## src/rtl/alu_pkg.sv

```systemverilog
// Shared definitions for the 8-bit ALU: opcode encodings, FSM states and the
// single-cycle datapath helper used by the top-level controller.
package alu_pkg;

   localparam logic [2:0] OP_NOP = 3'b000;
   localparam logic [2:0] OP_ADD = 3'b001;
   localparam logic [2:0] OP_AND = 3'b010;
   localparam logic [2:0] OP_XOR = 3'b011;
   localparam logic [2:0] OP_MUL = 3'b100;

   typedef enum logic [1:0] {
      IDLE = 2'd0,
      EXEC = 2'd1,
      ARM  = 2'd2
   } state_t;

   typedef logic [15:0] result_t;

   // Single-cycle operations; mul is handled by the sequential multiplier.
   function automatic result_t alu_single_op(input logic [2:0] op,
                                             input logic [7:0] a,
                                             input logic [7:0] b);
      result_t r;
      case (op)
         OP_ADD:  r = {7'd0, {1'b0, a} + {1'b0, b}};
         OP_AND:  r = {8'd0, a & b};
         OP_XOR:  r = {8'd0, a ^ b};
         default: r = 16'h0000;
      endcase
      return r;
   endfunction

endpackage

```

## src/rtl/alu_if.sv

```systemverilog
// Command/result bus between the ALU driver (master) and alu_core (slave).
interface alu_if;
   logic [7:0]  A;
   logic [7:0]  B;
   logic [2:0]  op;
   logic        start;
   logic        done;
   logic [15:0] result;
   logic        busy;
   logic        err;

   modport master (output A, output B, output op, output start,
                   input done, input result, input busy, input err);

   modport slave  (input A, input B, input op, input start,
                   output done, output result, output busy, output err);
endinterface

```

## src/rtl/alu_mul_seq.sv

```systemverilog
// Latched-operand multiplier: captures operands on load and counts down
// MUL_LATENCY edges; 'last' marks the edge on which the product is final.
module alu_mul_seq
   import alu_pkg::*;
#(
   parameter int unsigned MUL_LATENCY = 3
) (
   input  logic       clk,
   input  logic       reset_n,
   input  logic       load,
   input  logic       abort,
   input  logic [7:0] a,
   input  logic [7:0] b,
   output logic       last,
   output result_t    product
);

   localparam logic [3:0] LAT = 4'(MUL_LATENCY);

   logic [3:0] cnt_q, cnt_d;
   logic [7:0] a_q, a_d;
   logic [7:0] b_q, b_d;

   // Next-state for the down-counter and the operand latches.
   always_comb begin
      cnt_d = cnt_q;
      a_d   = a_q;
      b_d   = b_q;
      if (load) begin
         cnt_d = LAT;
         a_d   = a;
         b_d   = b;
      end else if (abort) begin
         cnt_d = 4'd0;
      end else if (cnt_q != 4'd0) begin
         cnt_d = cnt_q - 4'd1;
      end else begin
         cnt_d = cnt_q;
      end
   end

   // Counter and operand registers.
   always_ff @(posedge clk or negedge reset_n) begin
      if (!reset_n) begin
         cnt_q <= 4'd0;
         a_q   <= 8'd0;
         b_q   <= 8'd0;
      end else begin
         cnt_q <= cnt_d;
         a_q   <= a_d;
         b_q   <= b_d;
      end
   end

   assign last    = (cnt_q == 4'd1) && !abort;
   assign product = {8'd0, a_q} * {8'd0, b_q};

endmodule

```

## src/rtl/alu_core.sv

```systemverilog
// 8-bit ALU with start/done handshake: add/and/xor in one cycle, mul in
// MUL_LATENCY cycles, sticky error on illegal opcodes.
module alu_core
   import alu_pkg::*;
#(
   parameter int unsigned MUL_LATENCY = 3
) (
   input  logic  clk,
   input  logic  reset_n,
   alu_if.slave  bus
);

   state_t     state_q, state_d;
   logic [2:0] op_q, op_d;
   logic [7:0] a_q, a_d;
   logic [7:0] b_q, b_d;
   result_t    result_q, result_d;
   logic       done_q, done_d;
   logic       busy_q, busy_d;
   logic       err_q, err_d;
   logic       rearm_q, rearm_d;

   logic       mul_load_s;
   logic       mul_abort_s;
   logic       mul_last_s;
   result_t    mul_product_s;

   assign mul_load_s  = (state_q == IDLE) && bus.start && !rearm_q && (bus.op == OP_MUL);
   assign mul_abort_s = (state_q == EXEC) && !bus.start;

   alu_mul_seq #(.MUL_LATENCY(MUL_LATENCY)) u_mul (
      .clk     (clk),
      .reset_n (reset_n),
      .load    (mul_load_s),
      .abort   (mul_abort_s),
      .a       (bus.A),
      .b       (bus.B),
      .last    (mul_last_s),
      .product (mul_product_s)
   );

   // Controller next-state: acceptance, completion, abort and re-arm.
   always_comb begin
      state_d  = state_q;
      op_d     = op_q;
      a_d      = a_q;
      b_d      = b_q;
      result_d = result_q;
      done_d   = 1'b0;
      err_d    = err_q;
      rearm_d  = rearm_q;
      case (state_q)
         IDLE: begin
            if (!bus.start) begin
               rearm_d = 1'b0;
            end else if (!rearm_q) begin
               op_d = bus.op;
               a_d  = bus.A;
               b_d  = bus.B;
               case (bus.op)
                  OP_NOP: rearm_d = 1'b1;
                  OP_ADD, OP_AND, OP_XOR, OP_MUL: state_d = EXEC;
                  default: begin
                     err_d   = 1'b1;
                     state_d = ARM;
                  end
               endcase
            end else begin
               state_d = IDLE;
            end
         end
         EXEC: begin
            if (!bus.start) begin
               state_d = IDLE;
            end else if (op_q == OP_MUL) begin
               if (mul_last_s) begin
                  result_d = mul_product_s;
                  done_d   = 1'b1;
                  state_d  = ARM;
               end else begin
                  state_d = EXEC;
               end
            end else begin
               result_d = alu_single_op(op_q, a_q, b_q);
               done_d   = 1'b1;
               state_d  = ARM;
            end
         end
         ARM: begin
            if (!bus.start) begin
               state_d = IDLE;
            end else begin
               state_d = ARM;
            end
         end
         default: state_d = IDLE;
      endcase
      busy_d = (state_d == EXEC);
   end

   // Controller state and registered outputs.
   always_ff @(posedge clk or negedge reset_n) begin
      if (!reset_n) begin
         state_q  <= IDLE;
         op_q     <= OP_NOP;
         a_q      <= 8'd0;
         b_q      <= 8'd0;
         result_q <= 16'h0000;
         done_q   <= 1'b0;
         busy_q   <= 1'b0;
         err_q    <= 1'b0;
         rearm_q  <= 1'b0;
      end else begin
         state_q  <= state_d;
         op_q     <= op_d;
         a_q      <= a_d;
         b_q      <= b_d;
         result_q <= result_d;
         done_q   <= done_d;
         busy_q   <= busy_d;
         err_q    <= err_d;
         rearm_q  <= rearm_d;
      end
   end

   assign bus.done   = done_q;
   assign bus.result = result_q;
   assign bus.busy   = busy_q;
   assign bus.err    = err_q;

endmodule

```

## src/flat_wrapper.sv

```systemverilog
// flat-port wrapper written by rule: the top's interface ports become plain ports
module alu_core_flat import alu_pkg::*;
#(
   parameter int unsigned MUL_LATENCY = 3
)
  (clk, reset_n, bus_A, bus_B, bus_op, bus_start, bus_done, bus_result, bus_busy, bus_err);
  alu_if bus_i ();
  input  logic clk;
  input  logic reset_n;
  input wire logic [$bits(bus_i.A)-1:0] bus_A;
  input wire logic [$bits(bus_i.B)-1:0] bus_B;
  input wire logic [$bits(bus_i.op)-1:0] bus_op;
  input wire logic [$bits(bus_i.start)-1:0] bus_start;
  output wire logic [$bits(bus_i.done)-1:0] bus_done;
  output wire logic [$bits(bus_i.result)-1:0] bus_result;
  output wire logic [$bits(bus_i.busy)-1:0] bus_busy;
  output wire logic [$bits(bus_i.err)-1:0] bus_err;
  assign bus_i.A = bus_A;
  assign bus_i.B = bus_B;
  assign bus_i.op = bus_op;
  assign bus_i.start = bus_start;
  assign bus_done = bus_i.done;
  assign bus_result = bus_i.result;
  assign bus_busy = bus_i.busy;
  assign bus_err = bus_i.err;
  alu_core #(.MUL_LATENCY(MUL_LATENCY)) u_core (.clk(clk), .reset_n(reset_n), .bus(bus_i));
endmodule
```

## config.mk

```make
export PLATFORM = sky130hd
export DESIGN_NAME = alu_core_flat
export DESIGN_NICKNAME = d
export VERILOG_FILES = /design/src/rtl/alu_pkg.sv /design/src/rtl/alu_if.sv /design/src/rtl/alu_mul_seq.sv /design/src/rtl/alu_core.sv /design/src/flat_wrapper.sv
export SDC_FILE = /design/constraint.sdc
export NUM_CORES = 1
export LEC_CHECK = 0
export ABC_AREA = 1
export BUFFER_PORTS_ARGS = -buffer_cell sky130_fd_sc_hd__buf_2
export CORE_ASPECT_RATIO = 1.25
export CORE_UTILIZATION = 35
export DETAILED_ROUTE_END_ITERATION = 10
export GPL_ROUTABILITY_DRIVEN = 1
export PLACE_DENSITY_LB_ADDON = 0.12
export SLEW_MARGIN = 15
export SYNTH_ARGS = -nofsm -noshare
export SYNTH_HDL_FRONTEND = slang
export SYNTH_SLANG_ARGS = --single-unit
```

## constraint.sdc

```tcl
create_clock -name clk -period 6.1 [get_ports clk]
set_input_delay 0.61 -clock clk [delete_from_list [all_inputs] [get_ports clk]]
set_output_delay 0.61 -clock clk [all_outputs]
set_load 0.02 [all_outputs]
```

# After elaboration in Yosys (flattened, before gate mapping)
# Index checks and enable logic that the tools add are counted.
# classes
add_sub_neg,2
n_mul,1
div,0
order_cmp,0
eq_ne,13
shifts,0
n_mux,21
bitwise_logic,4
n_reduce_logical,17
# ops
operator,count
16-bit two-way mux,2
9-bit one-hot mux with 3 select lines,1
8-bit by 8-bit multiplier with 16-bit output,1
"3-bit by 2-bit == test with 1-bit output, second input constant",4
2-bit two-way mux,6
4-bit two-way mux,3
8-bit by 8-bit adder with 9-bit output,1
8-bit AND,1
8-bit XOR,1
1-bit two-way mux,7
"3-bit by 1-bit == test with 1-bit output, second input constant",2
"3-bit == test, second input constant",2
2-bit one-hot mux with 3 select lines,1
3-bit AND reduction,2
1-bit logical AND,5
5-bit OR reduction,1
"2-bit by 1-bit == test with 1-bit output, second input constant",2
"4-bit by 1-bit == test with 1-bit output, second input constant",1
2-bit one-hot mux with 2 select lines,1
4-bit AND reduction,1
4-bit nonzero test,1
4-bit OR reduction,1
"4-bit by 1-bit subtractor with 4-bit output, second input constant",1
1-bit zero test,3
6 further kinds,7
# word_totals
regBits,61
latchBits,0
mem_bits_rw,0
romBits,0
output_inout_bits,19
mem_count,0

# Logic depth before layout (Yosys ltp)
# Gate-level depths: netlist of run 1.
# depth
word_depth,9
mapped_depth,21

# Modules after synthesis
# A second synthesis of run 1 with hierarchy kept.
# hier_totals
hier_cells,740
hier_area_um2,5402.7
# modules_own_cells
mod,instances,cells_each,area_each_um2,seq_area_each_um2
alu_mul_seq,1,468,3215.6,500.5
alu_core,1,272,2187.1,1026.0

# Least setup slack after synthesis of run 1
# OpenSTA, ideal clock, no wires.
# synth_timing
kind,reg-to-reg
start,reg u_core.u_mul.a_q[0]
end,reg u_core.result_q[12] (netlist: u_core.bus.result[12])
t_arrival_ns,3.815
required_time_ns,5.982
path_slack_ns,2.168
stages_incl_launch_ff,19
synth_period_minus_slack_ns,3.932
path_cell_list,dfrtp_1 > clkbuf_1 > nand2_1 > fa_1 > fa_1 > inv_1 > fa_1 > inv_1 > fa_1 > inv_1 > ha_1 > nand2_1 > inv_1 > a21oi_1 > nand2_1 > nand2_1 > nand3b_1 > nand3_1 > nand2_1
# synth_between
elab_chain_cells,3
# synth_rtl
element,line,text
start: declaration,alu_mul_seq.sv:21,"logic [7:0] a_q, a_d;"
start signal: assignment,alu_mul_seq.sv:46,a_q <= 8'd0;
start signal: assignment,alu_mul_seq.sv:50,a_q <= a_d;
8-bit by 8-bit multiplier with 16-bit output,alu_mul_seq.sv:56,"assign product = {8'd0, a_q} * {8'd0, b_q};"
16-bit two-way mux,alu_core.sv:76,if (mul_last_s) begin
16-bit two-way mux,alu_core.sv:75,end else if (op_q == OP_MUL) begin
end signal: assignment,alu_core.sv:118,result_q <= result_d;
end: declaration,alu_core.sv:17,"result_t result_q, result_d;"
# Every way passes these cells. The select of a mux whose other input is x is not followed.
# A chain may end at the register's enable or synchronous reset.

# Worst setup path after layout of run 1
# layout_timing
start,reg u_core.u_mul.a_q[1]
end,reg u_core.result_q[12] (netlist: u_core.bus.result[12])
# Same word-level chain as after synthesis.

==> impl_metrics.tcl, run 1 <==
set metrics [dict create \
    drc 0 \
    ir_drop_mv 0.2611 \
    setup_viol_count_final 0 \
    fin_cells 973 \
    hp-class "primary input to asynchronous set/reset pin" \
    detail-route-antenna-nets 0 \
    cts-resized-gates 0 \
    wl_per_cell_um 14.30 \
    cp_cell_sequence "nand2_1, fa_1, fa_1, inv_1, fa_1, inv_1, fa_1, inv_1, ha_1, nand2_1, inv_1, a21oi_1, nand2_1, nand2_1, nand3b_1, nand3_1, nand2_1" \
    ys_seq_elements 61 \
    relSlewSlack_pct 47.02 \
    finalHoldViolCount 0 \
    synth-xor-area-share_pct 0.7984 \
    grt_pass1_wl_um 23600 \
    row_count 50 \
    tightest_slew_ns 0.7948 \
    grt_setup_unrepaired "false" \
    slew_viol_final 0 \
    startpoint_type "flip-flop" \
    yosys.area_share.simple_pct 25.11 \
    power.density_nw_per_um2 595.7 \
    hpwlAfterDp_um 11270 \
    synth_nets 837 \
    r2r-start "u_core.u_mul.a_q[1]$_DFFE_PN0P_" \
    post-cts-setup-buffers 0 \
    setup-tns-final_ns 0 \
    max_cap_violations 0 \
    root_buffer "clkbuf_16" \
    drt-total-wl_um 13920 \
    synthArstFlopShare_pct 100.0 \
    grt_usage_pct 19.28 \
    clk_path_buf_depth 2 \
    synth_compound_area_share_pct 8.508 \
    dp.cells 957 \
    synthMostInstantiatedCell "nand2_1" \
    grt_overflow 0 \
    path_clk_slew_ns 0.06 \
    hold_buffers 0 \
    grt_antenna_before_repair 0 \
    num_io_pins 41 \
    period_share_pct 68.40 \
    slowest_stage "dfrtp_1" \
    fin_util_pct 40.64 \
    ys_warn_count 0 \
    synth_top_family_by_area "simple AND/OR/NAND/NOR gates" \
    initialDrtViolationCount 204 \
    antenna_cells 0 \
    die_x_um 114.0 \
    cp_top_family "adder cells" \
    end_kind "flip-flop" \
    grt_start_max_net_pins 62 \
    yosys-top-cells-area "dfrtp_1, nand2_1, fa_1" \
    grt_pass1_vias 4843 \
    whs_ns 0.4433 \
    synthAdderAreaFrac_pct 24.00 \
    synth_area_per_cell_um2 7.494 \
    numPortBuffers 40 \
    crit_arrival_ns 4.40 \
    die_area_um2 16180 \
    yosysSeqAreaShare_pct 27.83 \
    cts_tree "done" \
    gp_congestion 0.8445 \
    synth_top_area_share_pct 27.83 \
    startpoint "u_core.u_mul.a_q[1]$_DFFE_PN0P_" \
    maxClockFrequency_ghz 0.2397 \
    crit_buf_inv 4 \
    synth_top_cell_by_area "dfrtp_1" \
    synth_common_cells "nand2_1, inv_1, dfrtp_1, ha_1, nor2_1" \
    post_drt_via_cell_ratio 4.634 \
    nFillCells 1644 \
    synthMuxAreaShare_pct 0 \
    critical_path_class "flip-flop to flip-flop" \
    cp_common_cell "nand2_1" \
    drive_above_1_share_pct 12.81 \
    cts_sinks 61 \
    cp_max_fo 9 \
    clock_latency_ns 0.33 \
    synth-edff-count 0 \
    cts_max_level 3 \
    first_pass_iters 4 \
    initial_core_util_pct 36.23 \
    num_vias 4509 \
    syn-cell-area_um2 5485 \
    postSynthCellCount 732 \
    ys_types 43 \
    outcome "completed" \
    slowest_delay_ns 0.57 \
    p_leak_nw 3.673 \
    finClkSkew_ns 0.004012 \
    worst_ep_required_time_ns 6.33 \
    ys.flop_type "dfrtp_1" \
    fp.dieH_um 142.0 \
    nets 865 \
    core_area_um2 15140 \
    numCtsBuffers 9 \
    final.min_clock_period_ns 4.172 \
    area_delta_synth_final_pct 12.16 \
    p_total_w 0.003665 \
]
-- worst paths after layout --
check / slack [ns] / cells past startpoint / endpoint
min reg2reg: 0.47 / 2 / u_core.bus.err$_DFFE_PN0P_
max in group asynchronous: 5.13 / 2 / u_core.b_q[2]$_DFFE_PN0P_
min in group clk: 0.47 / 2 / u_core.bus.err$_DFFE_PN0P_
min: 0.44 / 2 / u_core.bus.err$_DFFE_PN0P_
max: 1.93 / 17 / u_core.bus.result[12]$_DFFE_PN0P_
max reg2reg: 1.93 / 17 / u_core.bus.result[12]$_DFFE_PN0P_
-- power by group --
group,switching (W),internal (W),total [W]
sequential,0.000234,0.000568,0.000802
combinational,0.00145,0.000854,0.00230
clock,0.000198,0.000359,0.000558
total,0.00188,0.00178,0.00366
-- cells in the final DEF, fill, tap and decap left out, types with 2 or more instances in the layout --
cell / count
nand4_1: 5
xor2_1: 3
a21oi_1: 10
a22oi_1: 6
bufinv_16: 2
ha_1: 46
inv_2: 6
clkinv_2: 2
xnor2_1: 2
inv_4: 2
o21ai_0: 25
nand2_2: 3
nand2_1: 215
buf_2: 40
clkbuf_16: 9
nor2_4: 4
nor2_1: 40
inv_1: 157
nor2_2: 3
o21ai_1: 3
fa_1: 37
or2_0: 3
nand3_1: 37
clkinv_4: 2
o32ai_1: 2
o21ai_2: 16
dfrtp_1: 61
nor4_1: 2
nand3b_1: 3
o21bai_1: 2
-- state kept, by name (all words and copies together), names as in the netlist --
| name | cells |
|---|---|
| u_core.bus.result | 16 |
| u_core.a_q | 8 |
| u_core.b_q | 8 |
| u_core.u_mul.a_q | 8 |
| u_core.u_mul.b_q | 8 |
| u_core.u_mul.cnt_q | 4 |
| u_core.op_q | 3 |
| u_core.state_q | 2 |
| u_core.bus.busy | 1 |
| u_core.bus.done | 1 |
| u_core.bus.err | 1 |
| u_core.rearm_q | 1 |
-- layout make-up --
type / count / area, um2 / share of cell area, %
clock buffer: 9 / 225.2 / 3.661
clock inverter: 7 / 98.84 / 1.607
inverter: 166 / 629.4 / 10.23
multi-input combinational: 481 / 3204 / 52.08
sequential: 61 / 1526 / 24.81
tap: 208 / 260.3 / 4.230
timing repair buffer: 41 / 207.7 / 3.376
-- cell families (layout without fill, tap and decap cells) --
logic type / Yosys count / in the layout
compound gates: 70 / 70
xor+xnor: 5 / 5
fa+ha+maj: 83 / 83
buf+inv: 190 / 223
flops: 61 / 61
simple gates: 323 / 323
-- per-layer routing --
layer  vias up  wire, um  global-route usage [%]
met5         -         0                       0
met3        17       254                   2.470
li1       2266         -                       -
met2        55      7829                   37.83
met4         0       259                   6.767
met1      2171      5575                   20.84
-- worst reg2reg max path: stages, from the launching register on --
cell and delay, ns:
dfrtp_1 0.57, nand2_1 0.13, fa_1 0.51, fa_1 0.55, inv_1 0.06, fa_1 0.54, inv_1 0.06, fa_1 0.53
inv_1 0.04, ha_1 0.33, nand2_1 0.10, inv_1 0.06, a21oi_1 0.19, nand2_1 0.10, nand2_1 0.09, nand3b_1 0.08
nand3_1 0.08, nand2_1 0.05
-- metrics by stage --
step,cell area (um2),setup slack [ns]
3_3_place_gp,5828,1.923
3_5_place_dp,5828,1.916
6_report,6152,1.928
4_1_cts,6152,1.887
5_1_grt,6152,1.611
2_1_floorplan,5485,2.168
No activity file was read; power rests on OpenSTA's default activity.
==> run 2: changes to the inputs <==
Clock period 6.1 ns to 4.2 ns, I/O delays scaled along.
==> run 2 against run 1 <==
  * Sequential power increased by 38%
  * Largest power group unchanged
  * Sequential cell count stayed put
  * Worst hold slack worse by 0.42 ns
==> impl_metrics.tcl, run 2 (synthesis gave the netlist of run 1 again) <==
set metrics [dict create \
    die_x_um 114.0 \
    pre_cts_slack_ns 0.05504 \
    p_leak_nw 3.716 \
    period_share_pct 96.01 \
    final.min_clock_period_ns 4.032 \
    r2r_cells 16 \
    post_drt_via_cell_ratio 4.665 \
    detail-route-antenna-nets 0 \
    layout_common_cells "nand2_1, inv_1, dfrtp_1" \
    core_area_um2 15140 \
    cts_sinks 61 \
    numPortBuffers 40 \
    path_clk_slew_ns 0.06 \
    area_delta_synth_final_pct 14.19 \
    final_common_cell "nand2_1" \
    hold_buffers 0 \
    grt_pass1_wl_um 23010 \
    outcome "completed" \
    finClkSkew_ns 0.006961 \
    maxClockFrequency_ghz 0.2480 \
    fin_cells 990 \
    dp.cells 964 \
    reg2reg_to "u_core.bus.result[13]$_DFFE_PN0P_" \
    cp_max_fo 9 \
    whs_ns 0.01849 \
    relSlewSlack_pct 56.02 \
    drive_above_1_share_pct 16.88 \
    hp-class "primary input to asynchronous set/reset pin" \
    wl_per_cell_um 13.91 \
    gp_congestion 0.8341 \
    initialDrtViolationCount 233 \
    first_pass_iters 4 \
    fin_ws_ns 0.1676 \
    critical_path_class "flip-flop to flip-flop" \
    cp-endpoint "u_core.bus.result[13]$_DFFE_PN0P_" \
    grt_start_max_net_pins 45 \
    slew_viol_final 0 \
    grt_usage_pct 18.67 \
    grt_antenna_before_repair 0 \
    power.density_nw_per_um2 861.1 \
    initial_core_util_pct 36.23 \
    hpwlAfterDp_um 11060 \
    drt-total-wl_um 13770 \
    r2r_slack_ns 0.17 \
    fin_util_pct 41.37 \
    clock_latency_ns 0.33 \
    num_io_pins 41 \
    finalHoldViolCount 0 \
    fp.dieH_um 142.0 \
    die_area_um2 16180 \
    crit_arrival_ns 4.25 \
    grt_overflow 0 \
    ir_drop_mv 0.2810 \
    num_vias 4618 \
    clk_path_buf_depth 2 \
    startpoint_type "flip-flop" \
    cts_tree "done" \
    startpoint "u_core.u_mul.b_q[2]$_DFFE_PN0P_" \
    cts_max_level 3 \
    antenna_cells 0 \
    worst_ep_required_time_ns 4.42 \
    r2r-start "u_core.u_mul.b_q[2]$_DFFE_PN0P_" \
    setup_viol_count_final 0 \
    grt_pass1_vias 4624 \
    root_buffer "clkbuf_16" \
    setup-tns-final_ns 0 \
    drc 0 \
    row_count 50 \
    largest_reg_flops 16 \
    numCtsBuffers 9 \
    max_cap_violations 0 \
    end_kind "flip-flop" \
    tightest_slew_ns 0.6588 \
    nets 882 \
]
==> run 2: changes by cell type in the layout (fill, tap and decap cells not counted), sizes merged <==
cell	change
inv	-1
clkinvlp	+2
buf	+16
clkbuf	+3
bufinv	-2
clkinv	-1
==> run 2: what timing repair did <==
| action | CTS | global route |
|---|---|---|
| setup endpoints to repair | 0 | 9 |
| setup buffers | 0 | 10 |
| gates resized for setup | 0 | 18 |
==> run 2: layer usage <==
| layer | GRT usage [%] | up-vias | part of all wire [%] |
|---|---|---|---|
| li1 | - | 2305 | - |
| met1 | 20.85 | 2249 | 42 |
| met2 | 36.36 | 52 | 55 |
| met3 | 1.959 | 12 | 1.9 |
| met4 | 6.083 | 0 | 1.5 |
| met5 | 0 | - | 0 |
==> run 2: critical path, cell delays in order (launching register included) <==
cell and delay, ns:
dfrtp_2 0.50, nand2_1 0.10, inv_1 0.07, fa_1 0.48, fa_1 0.53, fa_1 0.58
inv_1 0.07, fa_1 0.54, inv_1 0.05, ha_2 0.37, nand2_1 0.11, nor2_1 0.13
nand3_1 0.12, nand3_1 0.10, nand2_1 0.05, nand3_1 0.07, nand2_1 0.05
==> run 2: how the worst min path moves through the flow <==
stage	from	endpoint	slack, ns	depth (start not counted)
after CTS	reset_n	u_core.bus.result[7]$_DFFE_PN0P_	0.03	1
after detailed placement	reset_n	u_core.bus.result[7]$_DFFE_PN0P_	0.39	1
after floorplan	reset_n	u_core.a_q[0]$_DFFE_PN0P_	0.12	0
final	reset_n	u_core.bus.result[7]$_DFFE_PN0P_	0.02	1
after global placement	reset_n	u_core.bus.result[5]$_DFFE_PN0P_	0.37	1
after global routing	reset_n	u_core.bus.done$_DFF_PN0_	0.05	1
==> run 2: per-stage QoR <==
step | instance area, um2 | power [W]
final | 6264 | 0.005393
after global routing | 6264 | 0.006054
after CTS | 6160 | 0.005351
after detailed placement | 5881 | 0.004612
after global placement | 5881 | 0.004604
after floorplan | 5485 | 0.003643
==> run 2: layout make-up <==
cell class                      instances  area (um2)
Clock buffer                           11       242.7
Fill cell                            1633        8876
Sequential cell                        61        1540
Tap cell                              208       260.3
Inverter                              166       629.4
Clock inverter                          5       36.28
Timing Repair Buffer                   58       330.3
Multi-Input combinational cell        481        3224
==> run 2: power breakdown <==
group	switching, W	internal [W]	total, W
registers	0.000270	0.000837	0.00111
clock network	0.000285	0.000415	0.000700
logic	0.00224	0.00134	0.00359
==> run 3: changes to the inputs <==
Settings changed: CELL_PAD_IN_SITES_DETAIL_PLACEMENT set to 2, CELL_PAD_IN_SITES_GLOBAL_PLACEMENT set to 2, PLACE_DENSITY_LB_ADDON 0.12 to 0.1.
==> run 3 against run 2 <==
  * Sequential share of layout area shrank 0.51 points
  * Design area is 2.2% higher
  * Core utilization up 0.91 points
==> impl_metrics.tcl, run 3 (synthesis gave the netlist of run 1 again) <==
set metrics [dict create \
    relSlewSlack_pct 54.51 \
    core_area_um2 15140 \
    worst_ep_required_time_ns 4.42 \
    numPortBuffers 40 \
    finalHoldViolCount 0 \
    fin_area_um2 6401 \
    slew_viol_final 0 \
    cts_tree "done" \
    grt_pass1_wl_um 28480 \
    fin_util_pct 42.28 \
    layout_common_cells "nand2_1, inv_1, dfrtp_1" \
    fp.dieH_um 142.0 \
    first_pass_iters 4 \
    drc 0 \
    largest_reg_flops 16 \
    root_buffer "clkbuf_16" \
    crit_arrival_ns 4.25 \
    num_io_pins 41 \
    p_total_w 0.005914 \
    dp.cells 964 \
    cts_sinks 61 \
    drive_above_1_share_pct 17.79 \
    die_area_um2 16180 \
    grt_start_max_net_pins 41 \
    grt_overflow 0 \
    clock_latency_ns 0.34 \
    nFillCells 1768 \
    ir_drop_mv 0.2999 \
    hp-class "primary input to asynchronous set/reset pin" \
    nets 888 \
    numCtsBuffers 9 \
    startpoint_type "flip-flop" \
    r2r_slack_ns 0.17 \
    wl_per_cell_um 17.57 \
    p_leak_nw 3.769 \
    r2r-start "u_core.u_mul.a_q[2]$_DFFE_PN0P_" \
    end_kind "flip-flop" \
    ff_latch_area_um2 1541 \
    period_share_pct 95.95 \
    max_cap_violations 0 \
    reg2reg_to "u_core.bus.result[11]$_DFFE_PN0P_" \
    final.min_clock_period_ns 4.030 \
    fin_cells 995 \
    clk_path_buf_depth 2 \
    gp_congestion 0.8657 \
    r2r_cells 16 \
    area_delta_synth_final_pct 16.70 \
    antenna_cells 0 \
    initial_core_util_pct 36.23 \
    finClkSkew_ns 0.005544 \
    outcome "completed" \
    drt-total-wl_um 17480 \
    grt_pass1_vias 5507 \
    setup_viol_count_final 0 \
    maxClockFrequency_ghz 0.2481 \
    critical_path_class "flip-flop to flip-flop" \
    power.density_nw_per_um2 923.8 \
    num_vias 4822 \
    detail-route-antenna-nets 0 \
    placed_cell_area_um2 5881 \
    initialDrtViolationCount 100 \
    cp_max_fo 8 \
    die_x_um 114.0 \
    post_drt_via_cell_ratio 4.846 \
    whs_ns 0.09546 \
    hold_buffers 0 \
    tightest_slew_ns 0.6813 \
    grt_usage_pct 23.44 \
    final_common_cell "nand2_1" \
    cts_max_level 3 \
    path_clk_slew_ns 0.05 \
    grt_antenna_before_repair 0 \
    multiInputGateArea_um2 3266 \
    hpwlAfterDp_um 14140 \
    row_count 50 \
]
## run 3: worst max-delay path, cell delays in order, from the launching register on
cell	delay, ns
dfrtp_2	0.45
nand2_1	0.11
inv_1	0.08
fa_1	0.59
fa_1	0.46
fa_1	0.54
inv_1	0.05
fa_1	0.53
inv_1	0.05
ha_1	0.35
nand2_1	0.11
nor2_1	0.18
nand2_1	0.09
nand3_1	0.14
nand2_1	0.07
nand2_1	0.06
o21ai_1	0.06
## run 3: layout make-up
cell class	count	share of cell area, %
clock inverters	5	1.329
clock buffers	10	3.733
well taps	208	4.066
inverters	166	9.832
multi-input cells	481	51.02
flip-flops and latches	61	24.08
repair buffers	64	5.942
## run 3: worst max-delay path by stage
stage,start,to,depth (start not counted)
6_report,u_core.u_mul.a_q[2]$_DFFE_PN0P_,u_core.bus.result[11]$_DFFE_PN0P_,16
5_1_grt,u_core.u_mul.a_q[2]$_DFFE_PN0P_,u_core.bus.result[11]$_DFFE_PN0P_,16
2_1_floorplan,u_core.u_mul.a_q[0]$_DFFE_PN0P_,u_core.bus.result[12]$_DFFE_PN0P_,18
3_3_place_gp,u_core.u_mul.b_q[3]$_DFFE_PN0P_,u_core.bus.result[11]$_DFFE_PN0P_,18
4_1_cts,u_core.u_mul.b_q[5]$_DFFE_PN0P_,u_core.bus.result[8]$_DFFE_PN0P_,18
3_5_place_dp,u_core.u_mul.a_q[1]$_DFFE_PN0P_,u_core.bus.result[11]$_DFFE_PN0P_,18
## run 3: report_power, final
part           internal (W)  switching, W
Sequential         0.000838      0.000311
Combinational       0.00150       0.00245
Clock              0.000534      0.000277
Total               0.00288       0.00304
## run 3: layer usage
| layer | GRT usage [%] | wire [um] |
|---|---|---|
| met2 | 46.67 | 10090 |
| met3 | 3.109 | 293 |
| met5 | 0 | 0 |
| met1 | 24.99 | 6707 |
| met4 | 7.450 | 388 |
## run 3: metrics by stage
step	TNS (ns)	worst slack, ns
floorplan	0	0.2676
global placement	0	0.02708
detailed placement	0	0.009527
CTS	0	0.01209
global route	-0.1387	-0.07020
finish	0	0.1699
## run 3: repair_timing
action | CTS | global route
pin swaps | 0 | 3
gates resized for setup | 1 | 22
setup endpoints to repair | 1 | 10
buffers inserted | 0 | 16
